$ cat config.mk
export PLATFORM = sky130hd
export DESIGN_NAME = vga_digit_writer_flat
export DESIGN_NICKNAME = d
export VERILOG_FILES = /design/src/rtl/vga_digit_writer_pkg.sv /design/src/rtl/vga_digit_writer_if.sv /design/src/rtl/vga_digit_writer_bin2bcd_seq.sv /design/src/rtl/vga_digit_writer.sv /design/src/flat_wrapper.sv
export SDC_FILE = /design/constraint.sdc
export NUM_CORES = 1
export LEC_CHECK = 0
export BUFFER_PORTS_ARGS = -buffer_cell sky130_fd_sc_hd__buf_2
export CAP_MARGIN = 20
export CORE_UTILIZATION = 40
export CTS_CLUSTER_SIZE = 28
export DETAILED_ROUTE_END_ITERATION = 10
export SYNTH_ARGS = -nofsm -noshare
export SYNTH_HDL_FRONTEND = slang
export SYNTH_SLANG_ARGS = --single-unit
$ cat constraint.sdc
create_clock -name clk -period 2.5 [get_ports clk]
set_input_delay 0.625 -clock clk [delete_from_list [all_inputs] [get_ports clk]]
set_output_delay 0.625 -clock clk [all_outputs]
set_load 0.02 [all_outputs]
$ cat src/rtl/vga_digit_writer_pkg.sv
// -----------------------------------------------------------------------------
// vga_digit_writer_pkg
// Shared definitions for the VGA digit writer: FSM state encoding and the
// largest value that the two-digit display can show.
// -----------------------------------------------------------------------------
package vga_digit_writer_pkg;

    typedef enum logic [1:0] {
        IDLE    = 2'd0,
        CONV_T  = 2'd1,
        CONV_S  = 2'd2,
        WAIT_VB = 2'd3
    } state_t;

    // Two decimal digits per value.
    localparam int DIGIT_MAX = 99;

endpackage

$ cat src/rtl/vga_digit_writer_if.sv
// -----------------------------------------------------------------------------
// vga_digit_writer_if
// Load handshake between the refrigeration control FSM (master) and the
// digit writer (slave).
//   load_valid   master -> slave  new value set offered
//   load_ready   slave  -> master writer idle; transfer = valid & ready
//   temp_bin     master -> slave  measured temperature, binary
//   set_bin      master -> slave  setpoint, binary
//   status_code  master -> slave  status glyph code
// -----------------------------------------------------------------------------
interface vga_digit_writer_if #(
    parameter int BIN_W = 7
);
    logic             load_valid;
    logic             load_ready;
    logic [BIN_W-1:0] temp_bin;
    logic [BIN_W-1:0] set_bin;
    logic [3:0]       status_code;

    modport master (
        output load_valid,
        output temp_bin,
        output set_bin,
        output status_code,
        input  load_ready
    );

    modport slave (
        input  load_valid,
        input  temp_bin,
        input  set_bin,
        input  status_code,
        output load_ready
    );
endinterface

$ cat src/rtl/vga_digit_writer_bin2bcd_seq.sv
// -----------------------------------------------------------------------------
// bin2bcd_seq
// Sequential double-dabble converter, one iteration per clock.
//   clk    in   system clock
//   rst    in   asynchronous active-low reset
//   start  in   loads bin and performs the first iteration on the same edge
//   bin    in   binary value, must be <= 99
//   busy   out  further iterations still pending after the start edge
//   tens   out  BCD tens digit (holds the last result while idle)
//   units  out  BCD units digit
// A conversion takes BIN_W edges: the start edge plus BIN_W-1 more.
// -----------------------------------------------------------------------------
module bin2bcd_seq #(
    parameter int BIN_W = 7
) (
    input  logic             clk,
    input  logic             rst,
    input  logic             start,
    input  logic [BIN_W-1:0] bin,
    output logic             busy,
    output logic [3:0]       tens,
    output logic [3:0]       units
);

    // 8 bits of BCD above the binary shift field.
    localparam int SR_W  = 8 + BIN_W;
    localparam int REM_W = $clog2(BIN_W) + 1;

    logic [SR_W-1:0]  r_sr;
    logic [REM_W-1:0] r_rem;

    // One double-dabble iteration: correct each BCD nibble, then shift.
    function automatic logic [SR_W-1:0] dabble_step(input logic [SR_W-1:0] sr);
        logic [SR_W-1:0] v;
        v = sr;
        if (v[SR_W-1 -: 4] >= 4'd5)
            v[SR_W-1 -: 4] = v[SR_W-1 -: 4] + 4'd3;
        if (v[SR_W-5 -: 4] >= 4'd5)
            v[SR_W-5 -: 4] = v[SR_W-5 -: 4] + 4'd3;
        return v << 1;
    endfunction

    always_ff @(posedge clk or negedge rst) begin
        if (!rst) begin
            r_sr  <= '0;
            r_rem <= '0;
        end else if (start) begin
            r_sr  <= dabble_step({8'd0, bin});
            r_rem <= REM_W'(BIN_W - 1);
        end else if (r_rem != '0) begin
            r_sr  <= dabble_step(r_sr);
            r_rem <= r_rem - 1'b1;
        end
    end

    assign busy  = (r_rem != '0);
    assign tens  = r_sr[SR_W-1 -: 4];
    assign units = r_sr[SR_W-5 -: 4];

endmodule

$ cat src/rtl/vga_digit_writer.sv
// -----------------------------------------------------------------------------
// vga_digit_writer
// Converts temperature and setpoint to BCD and publishes them, together with
// the status code, as five 4-bit digit registers for the VGA text renderer.
// All digits change together on the first vsync falling edge after the
// conversion finishes (or after TIMEOUT cycles without one).
//   clk          in   system clock (same as hvsync_generator)
//   rst          in   asynchronous active-low reset
//   load_if      slave handshake: load_valid/load_ready, temp_bin, set_bin,
//                status_code
//   vga_v_sync   in   vertical sync, active low
//   registrotd   out  temperature tens digit
//   registrotu   out  temperature units digit
//   registrosd   out  setpoint tens digit
//   registrosu   out  setpoint units digit
//   registrosc   out  status code
//   saturated    out  an input of the last committed set was clamped to 99
//   done         out  1-cycle pulse on the cycle the digits change
// -----------------------------------------------------------------------------
module vga_digit_writer
    import vga_digit_writer_pkg::*;
#(
    parameter int BIN_W   = 7,
    parameter int TIMEOUT = 1000
) (
    input  logic                 clk,
    input  logic                 rst,
    vga_digit_writer_if.slave    load_if,
    input  logic                 vga_v_sync,
    output logic [3:0]           registrotd,
    output logic [3:0]           registrotu,
    output logic [3:0]           registrosd,
    output logic [3:0]           registrosu,
    output logic [3:0]           registrosc,
    output logic                 saturated,
    output logic                 done
);

    localparam int               CNT_W = $clog2(TIMEOUT) + 1;
    localparam logic [BIN_W-1:0] CLAMP = BIN_W'(DIGIT_MAX);

    state_t           r_state, w_next;
    logic [CNT_W-1:0] r_cnt;
    logic             r_vs_q;

    logic [BIN_W-1:0] r_temp, r_set;
    logic [3:0]       r_sc;
    logic             r_sat_t, r_sat_s;
    logic [3:0]       r_sh_td, r_sh_tu;

    logic [3:0]       r_td, r_tu, r_sd, r_su, r_sc_out;
    logic             r_sat, r_done;

    logic             w_transfer, w_vsync_fall, w_start, w_step;
    logic             w_conv_last, w_commit, w_busy;
    logic [BIN_W-1:0] w_bin;
    logic [3:0]       w_tens, w_units;

    assign load_if.load_ready = (r_state == IDLE);
    assign w_transfer   = load_if.load_valid & load_if.load_ready;
    assign w_vsync_fall = r_vs_q & ~vga_v_sync;

    // The step counter shares r_cnt: it restarts at 0 for each value, and the
    // converter is kicked on the first cycle of CONV_T and of CONV_S.
    assign w_start     = ((r_state == CONV_T) || (r_state == CONV_S)) && (r_cnt == '0);
    assign w_step      = w_start | w_busy;
    assign w_conv_last = (r_cnt == CNT_W'(BIN_W - 1));
    assign w_bin       = (r_state == CONV_T) ? r_temp : r_set;
    assign w_commit    = (r_state == WAIT_VB) &&
                         (w_vsync_fall || (r_cnt == CNT_W'(TIMEOUT - 1)));

    bin2bcd_seq #(
        .BIN_W (BIN_W)
    ) u_bcd (
        .clk   (clk),
        .rst   (rst),
        .start (w_start),
        .bin   (w_bin),
        .busy  (w_busy),
        .tens  (w_tens),
        .units (w_units)
    );

    always_comb begin
        w_next = r_state;
        case (r_state)
            IDLE:    if (w_transfer)             w_next = CONV_T;
            CONV_T:  if (w_step && w_conv_last)  w_next = CONV_S;
            CONV_S:  if (w_step && w_conv_last)  w_next = WAIT_VB;
            WAIT_VB: if (w_commit)               w_next = IDLE;
            default:                             w_next = IDLE;
        endcase
    end

    always_ff @(posedge clk or negedge rst) begin
        if (!rst) begin
            r_state <= IDLE;
            r_vs_q  <= 1'b1;
        end else begin
            r_state <= w_next;
            r_vs_q  <= vga_v_sync;
        end
    end

    always_ff @(posedge clk or negedge rst) begin
        if (!rst) begin
            r_cnt <= '0;
        end else if (w_transfer) begin
            r_cnt <= '0;
        end else if ((r_state == CONV_T) || (r_state == CONV_S)) begin
            if (w_step)
                r_cnt <= w_conv_last ? '0 : r_cnt + 1'b1;
        end else if (r_state == WAIT_VB) begin
            r_cnt <= r_cnt + 1'b1;
        end
    end

    // Capture clamped inputs and their clamp flags at the transfer.
    always_ff @(posedge clk or negedge rst) begin
        if (!rst) begin
            r_temp  <= '0;
            r_set   <= '0;
            r_sc    <= '0;
            r_sat_t <= 1'b0;
            r_sat_s <= 1'b0;
        end else if (w_transfer) begin
            r_sat_t <= (load_if.temp_bin > CLAMP);
            r_sat_s <= (load_if.set_bin > CLAMP);
            r_temp  <= (load_if.temp_bin > CLAMP) ? CLAMP : load_if.temp_bin;
            r_set   <= (load_if.set_bin > CLAMP) ? CLAMP : load_if.set_bin;
            r_sc    <= load_if.status_code;
        end
    end

    // Temperature result is parked here when the converter is restarted for
    // the setpoint; the setpoint result stays in the converter until commit.
    always_ff @(posedge clk or negedge rst) begin
        if (!rst) begin
            r_sh_td <= '0;
            r_sh_tu <= '0;
        end else if ((r_state == CONV_S) && w_start) begin
            r_sh_td <= w_tens;
            r_sh_tu <= w_units;
        end
    end

    always_ff @(posedge clk or negedge rst) begin
        if (!rst) begin
            r_td     <= '0;
            r_tu     <= '0;
            r_sd     <= '0;
            r_su     <= '0;
            r_sc_out <= '0;
            r_sat    <= 1'b0;
            r_done   <= 1'b0;
        end else begin
            r_done <= w_commit;
            if (w_commit) begin
                r_td     <= r_sh_td;
                r_tu     <= r_sh_tu;
                r_sd     <= w_tens;
                r_su     <= w_units;
                r_sc_out <= r_sc;
                r_sat    <= r_sat_t | r_sat_s;
            end
        end
    end

    assign registrotd = r_td;
    assign registrotu = r_tu;
    assign registrosd = r_sd;
    assign registrosu = r_su;
    assign registrosc = r_sc_out;
    assign saturated  = r_sat;
    assign done       = r_done;

endmodule

$ cat src/flat_wrapper.sv
// flat-port wrapper written by rule: the top's interface ports become plain ports
module vga_digit_writer_flat import vga_digit_writer_pkg::*;
#(
    parameter int BIN_W   = 7,
    parameter int TIMEOUT = 1000
)
  (clk, rst, vga_v_sync, registrotd, registrotu, registrosd, registrosu, registrosc, saturated, done, load_if_load_valid, load_if_temp_bin, load_if_set_bin, load_if_status_code, load_if_load_ready);
  vga_digit_writer_if #(.BIN_W(BIN_W)) load_if_i ();
  input  logic clk;
  input  logic rst;
  input  logic vga_v_sync;
  output logic [3:0] registrotd;
  output logic [3:0] registrotu;
  output logic [3:0] registrosd;
  output logic [3:0] registrosu;
  output logic [3:0] registrosc;
  output logic saturated;
  output logic done;
  input wire logic [$bits(load_if_i.load_valid)-1:0] load_if_load_valid;
  input wire logic [$bits(load_if_i.temp_bin)-1:0] load_if_temp_bin;
  input wire logic [$bits(load_if_i.set_bin)-1:0] load_if_set_bin;
  input wire logic [$bits(load_if_i.status_code)-1:0] load_if_status_code;
  output wire logic [$bits(load_if_i.load_ready)-1:0] load_if_load_ready;
  assign load_if_i.load_valid = load_if_load_valid;
  assign load_if_i.temp_bin = load_if_temp_bin;
  assign load_if_i.set_bin = load_if_set_bin;
  assign load_if_i.status_code = load_if_status_code;
  assign load_if_load_ready = load_if_i.load_ready;
  vga_digit_writer #(.BIN_W(BIN_W), .TIMEOUT(TIMEOUT)) u_core (.clk(clk), .rst(rst), .load_if(load_if_i), .vga_v_sync(vga_v_sync), .registrotd(registrotd), .registrotu(registrotu), .registrosd(registrosd), .registrosu(registrosu), .registrosc(registrosc), .saturated(saturated), .done(done));
endmodule
After elaboration in Yosys (flattened, before gate mapping)
Index checks and enable logic that the tools add are counted.
{"block": "totals", "regBits": 83, "latchBits": 0, "ram_bits": 0, "rom_bits": 0, "output_inout_bits": 23, "wordCells": 74, "memories": 0}
{"block": "classes", "n_addsub": 4, "mul": 0, "div_mod_pow": 0, "order_cmp": 4, "eq_ne": 10, "n_shift": 0, "muxes": 19, "n_bitwise": 5, "reduce_logical": 13}
{"operator": "2-to-1 mux 11 bit", "n": 5}
{"operator": "2-to-1 mux 15 bit", "n": 2}
{"operator": "2-to-1 mux 7 bit", "n": 3}
{"operator": "greater-than comparator 7 bit (second input constant)", "n": 2}
{"operator": "2-to-1 mux 4 bit", "n": 3}
{"operator": "adder 11 x 1 -> 11 bit (second input constant)", "n": 1}
{"operator": "== test 11 x 10 -> 1 bit (second input constant)", "n": 1}
{"operator": "== test 11 x 3 -> 1 bit (second input constant)", "n": 1}
{"operator": "logical NOT 11 bit", "n": 1}
{"operator": ">= comparator 4 x 3 -> 1 bit (second input constant)", "n": 2}
{"operator": "2-to-1 mux 2 bit", "n": 4}
{"operator": "case mux 2 bit (4 select lines)", "n": 1}
{"operator": "adder 4 x 2 -> 4 bit (second input constant)", "n": 1}
{"operator": "== test 2 bit (second input constant)", "n": 2}
{"operator": "logical AND 1 bit", "n": 4}
{"operator": "inequality test 2 x 1 -> 1 bit (second input constant)", "n": 2}
{"operator": "inequality test 2 bit (second input constant)", "n": 2}
{"operator": "AND reduction 4 bit", "n": 1}
{"operator": "nonzero test 4 bit", "n": 1}
{"operator": "subtractor 4 x 1 -> 4 bit (second input constant)", "n": 1}
{"operator": "adder 3 x 2 -> 3 bit (second input constant)", "n": 1}
{"operator": "2-to-1 mux 3 bit", "n": 1}
{"operator": "inequality test 3 x 1 -> 1 bit (second input constant)", "n": 1}
{"operator": "nonzero test 3 bit", "n": 1}
{"operator": "8 further kinds", "n": 11}

Longest topological paths before layout
Gate-level depths: netlist of run 1.
{"block": "depth", "depth_word": 7, "ltp_mapped": 8}

Modules after synthesis
From an unflattened synthesis of run 1, not the netlist that was laid out.
{"block": "hier_totals", "cells_unflattened": 353, "area_unflattened_um2": 3968.8}
{"module": "vga_digit_writer", "instances": 1, "cells_each": 245, "area_per_inst_um2": 2922.8}
{"module": "bin2bcd_seq", "instances": 1, "cells_each": 108, "area_per_inst_um2": 1046.0}

Worst setup path after synthesis of run 1
No wires, ideal clock.
{"block": "synth_timing", "path_type": "flip-flop to flip-flop", "from": "register u_core.r_cnt[8]", "to": "register u_core.r_cnt[9]", "setup_time_ps": 95, "arrival_ps": 2180, "required_time_ps": 2405, "path_slack_ps": 225, "path_stages_with_launch": 7, "period_less_slack_ps": 2275, "path_cell_list": "dfrtp_1 > or4_1 > nor4_4 > o41ai_1 > or2_1 > buf_2 > o31ai_1"}
{"block": "synth_via", "elab_chain_cells": 5}
{"element": "start: declaration", "line": "vga_digit_writer.sv:43", "rtl": "logic [CNT_W-1:0] r_cnt;"}
{"element": "start signal: assignment", "line": "vga_digit_writer.sv:112", "rtl": "r_cnt <= w_conv_last ? '0 : r_cnt + 1'b1;"}
{"element": "start signal: assignment", "line": "vga_digit_writer.sv:114", "rtl": "r_cnt <= r_cnt + 1'b1;"}
{"element": "adder 11 x 1 -> 11 bit (tied with other cells)", "line": "vga_digit_writer.sv:112, vga_digit_writer.sv:114"}
{"element": "2-to-1 mux 11 bit / logical AND 1 bit (equally long branches)", "line": "vga_digit_writer.sv:112, vga_digit_writer.sv:65"}
{"element": "2-to-1 mux 11 bit / bitwise OR 1 bit (equally long branches)", "line": "vga_digit_writer.sv:111, vga_digit_writer.sv:66"}
{"element": "2-to-1 mux 11 bit / inequality test 3 x 1 -> 1 bit (equally long branches)"}
{"element": "2-to-1 mux 11 bit / AND reduction 2 bit (equally long branches)"}
Several ways; a longest one is shown, not always the timed one. The select of a mux whose other input is x is not followed.
A chain may end at the register's enable or synchronous reset.

Worst setup path in the final report of run 1
{"block": "layout_timing", "from": "register u_core.r_cnt[7]", "to": "register u_core.r_cnt[8]"}
The elaborated chain is that of the path after synthesis.

==> impl_results.md, run 1 <==
* Worst hold slack at 0.197 ns
* Root Buffer: clkbuf_8
* I/O pin cnt at 45
* Seq/Total Area, Yosys at between 50% and 60%
* First-pass GRT wire length at 12,600 µm
* Simple-Gate Fraction of Synth Area at between 10 and 15%
* Most frequent cells in the layout: dfrtp_1 (81), nand2_1 (54), buf_2 (43)
* Post-CTS Setup Repair Bufs at 0
* Max Slew Vio Count at 0
* GRT Residual Overflow at 0
* Synthesized Nets at between 300 and 400
* Die width at between 90 and 100 µm
* RSZ-0062 raised after global routing: false
* Hold WC Path Type: in2async
* Drt first pass iters at 4
* Initial Util at 41.1%
* Clk Latency, worst-skew pair at 0.36 ns
* CTS tree: built
* Synth Area in Adders at 4.33%
* Worst-path clk slew at 0.09 ns
* Number of synthesized register bits at about 80
* CTS resizes at 0
* WP data required at 2.76 ns
* Slowest cell on the critical path: or4_1
* Clock share of power at a little under a fifth
* Mux cell area share after synthesis at 8.69%
* Overall Power at 5.47 mW
* Via density at 5.21
* CP max stage delay at 0.65 ns
* Maximum buffer depth of the clock tree at 2
* Most common cell after layout, fill and taps aside: dfrtp_1
* Clk sink count at slightly above 80
* Vias at 2,703
* Sw power at 2.13 mW
* Gp weighted congestion at 0.818
* Cts hold-fix bufs at 0
* Crit path launch type: flop
* Area Overhead vs Synth at 16.2%
* Post-route setup TNS at 0 ns
* Max-Cap Viols at 0
* CTS H-tree lvls at 3
* Endpoints failing setup at 0
* Crit-path max FO at 11
* Std-Cell Rows at 35
* XOR/XNOR Fraction of Synth Area at less than 1%
* Overall routing resource usage at approximately 16%
* Slew HR at 62.9%
* Antenna viol nets, final at 0
* Status: finished clean
* Die Ht at 98.9 µm
* Layout Nets at 438
* Initial antenna violation count at 0
* Mapped Area at 3760 µm²
* Switching share of total power at 38.9%
* Skew final at 0.0114 ns
* Synth warn at 0
* Actual slew at the worst max-slew pin at 0.556 ns
* Post-layout min period at 2.31 ns
* Worst path cell trace: or4_1 -> nor4_4 -> o41ai_1 -> or2_1 -> o31ai_1
* Core area at 9150 µm²
* Standby leakage power at 2.11 nW
* Die area at 9790 µm²
* Largest net degree at the start of global routing at 50
* Remaining DRCs at 0
* Count of unique library cells instantiated by Yosys at 43
* Main combinational cell family by area after synthesis: simple AND/OR/NAND/NOR gates
* Post-synthesis compound-gate area fraction at 14.0%
* Crit path capture type: flop
* Peak supply drop at 382 µV
* Vias in the first global route at between 2,000 and 3,000
* Fmax at 432 MHz
* HPWL after DPL at 4910 µm
* Final Hold Fails at 0
* Int Pwr at 3.34 mW
* Layout cells sized above 1 at 24.0%
* Kind of critical path: reg2reg
* PwrDens at 1250 nW/µm²
* Ant. Diodes at 0
* PortBufs at 44
* 1st-iter DRT viols at between 90 and 100
* Part of the power in registers at approximately 41%
* Crit share post-route at 92.6%
* Avg Cell Area, Syn at 10.7 µm²
* Total CTS buffers at 9
* Mapped Cells at 352
* Routed wire per std cell at 14.0 µm
* Combinational Power Share at 41.1%
* Critical path arrival at 2.58 ns
* Wirelength, routed at 7260 µm
==> power by group through the flow <==
stage               logic (mW)  registers [mW]  clock network (mW)
finish                    2.25            2.23               0.994
detailed placement        2.25            2.26                   0
global placement          2.21            2.24                   0
floorplan                 1.52            2.35                   0
global route              2.53            2.31                1.09
CTS                       2.27            2.24                1.03
==> flip-flops by register name, summed over array words and instances, names as in the netlist <==
name and cells:
u_core.u_bcd.r_sr 14, u_core.registrosc 4, u_core.r_sc 4, u_core.registrotd 4
u_core.u_bcd.r_rem 4, u_core.r_temp 7, u_core.r_vs_q 1, u_core.saturated 1
u_core.done 1, u_core.r_sat_s 1, u_core.r_cnt 11, u_core.registrosd 4
u_core.r_sh_td 4, u_core.r_state 2, u_core.r_sh_tu 4, u_core.registrotu 4
u_core.r_sat_t 1, u_core.registrosu 4, u_core.r_set 7
==> per-stage QoR <==
step | utilization, % | cells | setup slack, ns | area [µm²]
2_1_floorplan | - | 352 | 0.225 | 3760
3_3_place_gp | 45.5 | 503 | 0.285 | 4170
5_1_grt | 47.7 | 519 | 0.00785 | 4370
4_1_cts | 47.7 | 519 | 0.192 | 4370
3_5_place_dp | 45.5 | 503 | 0.207 | 4170
6_report | 47.7 | 519 | 0.186 | 4370
==> Yosys cell counts <==
cell      number  area, µm²
a21boi_0       1       7.51
and4_1         1       8.76
a22o_1         6       52.6
inv_1         16       60.1
nand3_1        7       35.0
nor3_1         4       20.0
clkbuf_1      14       52.6
nand2_1       54        203
a21bo_2        1       10.0
or4_1          2       15.0
o31ai_1        7       52.6
a31oi_1        1       6.26
and2_1         3       18.8
o22a_1         4       35.0
nor4_4         1       21.3
mux2i_1        9       90.1
or2_2          1       6.26
or3_1          1       6.26
nor2_1        12       45.0
a41oi_1        1       8.76
nand4_1        2       12.5
nor2b_1        9       56.3
nand2b_1       6       37.5
nand3b_1       1       7.51
or2_1          1       6.26
o21ai_0       26        130
dfrtp_1       81       2030
a211o_1        1       8.76
a21oi_1       18       90.1
mux2_2        21        236
a22oi_1        1       7.51
nor3b_1        3       22.5
o31ai_2        1       12.5
ha_1          13        163
buf_1          1       3.75
o311ai_0       2       17.5
xnor2_1        4       35.0
o41ai_1        1       8.76
buf_2          1       5.00
dfstp_2        1       26.3
and3_1         2       12.5
a32oi_1        1       8.76
a211oi_1       9       67.6
==> final timing paths <==
path	slack (ns)	end	cells after the start	from
setup reg to reg	0.19	u_core.r_cnt[8]$_DFFE_PN0P_	5	u_core.r_cnt[7]$_DFFE_PN0P_
max in group asynchronous	1.63	u_core.r_vs_q$_DFF_PN1_	2	rst
hold reg to reg	0.48	u_core.r_sc[3]$_DFFE_PN0P_	2	u_core.r_sc[3]$_DFFE_PN0P_
setup / recovery	0.19	u_core.r_cnt[8]$_DFFE_PN0P_	5	u_core.r_cnt[7]$_DFFE_PN0P_
hold / removal	0.20	u_core.done$_DFF_PN0_	1	rst
min in group clk	0.37	u_core.r_vs_q$_DFF_PN1_	1	vga_v_sync
==> area by class of cell <==
cell class | count | area [µm²]
inverters | 16 | 60.1
clock inverters | 6 | 73.8
multi-input cells | 238 | 1590
well taps | 111 | 139
repair buffers | 56 | 325
clock buffers | 10 | 128
flip-flops and latches | 82 | 2050
fillers | 863 | 4790
==> per-layer routing <==
metal | up-vias | share of wire [%] | track usage (%)
li1 | 1334 | - | -
met1 | 1287 | 49 | 22.5
met2 | 72 | 45 | 25.2
met3 | 10 | 4.6 | 3.12
met4 | 0 | 1.6 | 7.23
met5 | - | 0 | 0
==> critical path, delay by kind of cell (launching register included) <==
kind | cells | cell delay, ns
and+or+nand+nor | 3 | 1.34
AOI/OAI and AO/OA | 2 | 0.40
DFF | 1 | 0.47
==> kinds of logic (layout without fill, tap and decap cells) <==
group,count (synthesis),after routing
and+or+nand+nor,110,110
DFF,82,82
AOI/OAI and AO/OA,81,81
buffers and inverters,32,88
muxes,30,30
adders and majority gates,13,13
xor gates and xnor gates,4,4
Power figures use the tool's default switching activity.
==> inputs of run 2 (changes only) <==
--- a/config.mk
+++ b/config.mk
@@ -7,9 +7,13 @@
 export LEC_CHECK = 0
 export BUFFER_PORTS_ARGS = -buffer_cell sky130_fd_sc_hd__buf_2
 export CAP_MARGIN = 20
-export CORE_UTILIZATION = 40
+export CELL_PAD_IN_SITES_DETAIL_PLACEMENT = 2
+export CELL_PAD_IN_SITES_GLOBAL_PLACEMENT = 2
+export CORE_UTILIZATION = 38
 export CTS_CLUSTER_SIZE = 28
 export DETAILED_ROUTE_END_ITERATION = 10
+export PLACE_DENSITY_LB_ADDON = 0.1
+export SLEW_MARGIN = 20
 export SYNTH_ARGS = -nofsm -noshare
 export SYNTH_HDL_FRONTEND = slang
 export SYNTH_SLANG_ARGS = --single-unit
==> run 2 against run 1 <==
Effect of this change: wire length increased by 28%; maximum frequency fell by 0.74%; die area grew 5.1%; hold slack improved by 0.0068 ns; core utilization is 1.2 points lower.
==> impl_results.md, run 2 (synthesized netlist as in run 1, its figures left out) <==
* Post-route insts no fill at 536 (was 519)
* Final Hold Fails at 0 (unchanged)
* Status: finished clean (unchanged)
* Vias at 2,819 (was 2,703)
* HPWL after DPL at 6610 µm (was 4910 µm)
* Max Slew Vio Count at 0 (unchanged)
* PortBufs at 44 (unchanged)
* First-pass GRT wire length at 15,700 µm (was 12,600 µm)
* Max-Cap Viols at 0 (unchanged)
* Sw power at 2.28 mW (was 2.13 mW)
* R2R depth at 4 (was 5)
* R2R Setup Slk at 0.17 ns (was 0.19 ns)
* Combinational Power Share at 42.9% (was 41.1%)
* Vias in the first global route at 3,074 (was 2,586)
* Overall routing resource usage at 20.2% (was 16.4%)
* Standby leakage power at 2.11 nW (about the same)
* Part of the power in registers at 40.6% (was 40.8%)
* Std-Cell Rows at 35 (unchanged)
* Multi-input gate area at 1590 µm² (about the same)
* Kind of critical path: reg2reg (unchanged)
* Biggest register: u_core.u_bcd.r_sr (unchanged)
* Largest regs: u_core.u_bcd.r_sr x14, u_core.r_cnt x11 (unchanged)
* Post-route setup TNS at 0 ns (unchanged)
* Area Overhead vs Synth at 16.6% (was 16.2%)
* Switching share of total power at 41.0% (was 38.9%)
* Post-CTS Setup Repair Bufs at 0 (unchanged)
* Actual slew at the worst max-slew pin at 0.574 ns (was 0.556 ns)
* Clock share of power at 16.5% (was 18.2%)
* Crit-path max FO at 12 (was 11)
* Antenna viol nets, final at 0 (unchanged)
* Die Ht at 101 µm (was 98.9 µm)
* Clk sink count at 82 (unchanged)
* Number of placed cells counting well taps at 520 (was 503)
* Initial antenna violation count at 0 (unchanged)
* I/O pin cnt at 45 (unchanged)
* # fillers at 1,020 (was 863)
* Critical path arrival at 2.58 ns (about the same)
* Core area at 9420 µm² (was 9150 µm²)
* Wirelength, routed at 9310 µm (was 7260 µm)
* Maximum buffer depth of the clock tree at 2 (unchanged)
* GRT Residual Overflow at 0 (unchanged)
* Peak supply drop at 323 µV (was 382 µV)
* Crit path launch type: flop (unchanged)
* 1st-iter DRT viols at 73 (was 97)
* WP data required at 2.75 ns (was 2.76 ns)
* RR Endpoint: u_core.r_sh_td[2]$_DFFE_PN0P_ (was u_core.r_cnt[8]$_DFFE_PN0P_)
* Fmax at 429 MHz (was 432 MHz)
* Crit share post-route at 93.2% (was 92.6%)
* CTS H-tree lvls at 3 (unchanged)
* Total CTS buffers at 9 (unchanged)
* Overall Power at 5.56 mW (was 5.47 mW)
* Die width at 101 µm (was 98.9 µm)
* Most frequent cells in the layout: dfrtp_1 (81), nand2_1 (54), buf_2 (43) (unchanged)
* Most common cell after layout, fill and taps aside: dfrtp_1 (unchanged)
* Ant. Diodes at 0 (unchanged)
* Drt first pass iters at 4 (unchanged)
* Post-layout min period at 2.33 ns (was 2.31 ns)
* Layout cells sized above 1 at 24.3% (was 24.0%)
* Reg area at 2050 µm² (unchanged)
* Largest net degree at the start of global routing at 48 (was 50)
* Skew final at 0.0149 ns (was 0.0114 ns)
* Worst-path clk slew at 0.09 ns (about the same)
* Initial Util at 39.9% (was 41.1%)
* PwrDens at 1270 nW/µm² (was 1250 nW/µm²)
* Area after DPL at 4190 µm² (was 4170 µm²)
* RSZ-0062 raised after global routing: false (unchanged)
* Cts hold-fix bufs at 0 (unchanged)
* Clk Latency, worst-skew pair at 0.37 ns (was 0.36 ns)
* Gp weighted congestion at 0.809 (was 0.818)
* Die area at 10,300 µm² (was 9790 µm²)
* CTS tree: built (unchanged)
* Int Pwr at 3.28 mW (was 3.34 mW)
* Crit path capture type: flop (unchanged)
* Hold WC Path Type: in2async (unchanged)
* Endpoints failing setup at 0 (unchanged)
* Root Buffer: clkbuf_8 (unchanged)
* Layout Nets at 437 (was 438)
* Max reg flops at 14 (unchanged)
* Via density at 5.26 (was 5.21)
* Slew HR at 61.7% (was 62.9%)
* Worst hold slack at 0.204 ns (was 0.197 ns)
* R2r startpoint: u_core.r_cnt[7]$_DFFE_PN0P_ (unchanged)
* Routed wire per std cell at 17.4 µm (was 14.0 µm)
* Final Cell Area at 4380 µm² (was 4370 µm²)
* Remaining DRCs at 0 (unchanged)
[run 2: cell count changes in the layout (fill, tap and decap cells not counted), sizes merged]
cell | previous run | this run
clkinv | 0 | 1
buf | 56 | 55
bufinv | 1 | 0
[run 2: cell type report]
cell class	count	area share, %
clock buffers	10	3.14
clock inverters	6	1.06
inverters	16	1.37
multi-input cells	238	36.3
flip-flops and latches	82	46.9
well taps	129	3.69
repair buffers	55	7.54
[run 2: what timing repair did]
action                                  4_1_cts  5_1_grt
resized for setup                             0        1
endpoints found under the setup margin        0        8
endpoints found under the hold margin         0        0
[run 2: worst max-delay path, cell delays in order, from the launching register on]
cell,delay (ns)
dfrtp_1,0.47
or4_1,0.67
nor4_4,0.33
nand2_1,0.36
mux2_2,0.38
[run 2: worst max path at each step]
stage                     cells after the start                             to  slack (ns)                         from
final                                         4  u_core.r_sh_td[2]$_DFFE_PN0P_        0.17  u_core.r_cnt[7]$_DFFE_PN0P_
after global routing                          4  u_core.r_sh_td[2]$_DFFE_PN0P_       0.009  u_core.r_cnt[8]$_DFFE_PN0P_
after detailed placement                      5   u_core.r_cnt[10]$_DFFE_PN0P_        0.12  u_core.r_cnt[8]$_DFFE_PN0P_
after CTS                                     5   u_core.r_cnt[10]$_DFFE_PN0P_        0.07  u_core.r_cnt[7]$_DFFE_PN0P_
after floorplan                               6    u_core.r_cnt[9]$_DFFE_PN0P_        0.22  u_core.r_cnt[8]$_DFFE_PN0P_
after global placement                        5   u_core.r_cnt[10]$_DFFE_PN0P_        0.22  u_core.r_cnt[8]$_DFFE_PN0P_
[run 2: per-stage QoR]
stage / util (%) / setup WS (ns)
after CTS: 46.5 / 0.0684
after global routing: 46.5 / 0.00917
after global placement: 44.5 / 0.219
final: 46.5 / 0.169
after detailed placement: 44.5 / 0.119
after floorplan: - / 0.225
[run 2: routing by layer]
| layer | vias to the layer above | global-route usage, % | part of all wire, % |
|---|---|---|---|
| met3 | 13 | 3.17 | 2.3 |
| li1 | 1330 | - | - |
| met2 | 47 | 34.1 | 51 |
| met1 | 1429 | 25.9 | 45 |
| met4 | 0 | 8.70 | 1.8 |
| met5 | - | 0 | 0 |
[run 2: power groups by stage]
stage / combinational (mW) / sequential, mW / clock, mW
floorplan: 1.52 / 2.35 / 0
global placement: 2.26 / 2.25 / 0
detailed placement: 2.38 / 2.30 / 0
CTS: 2.42 / 2.28 / 0.960
global route: 2.67 / 2.34 / 1.01
finish: 2.38 / 2.26 / 0.918
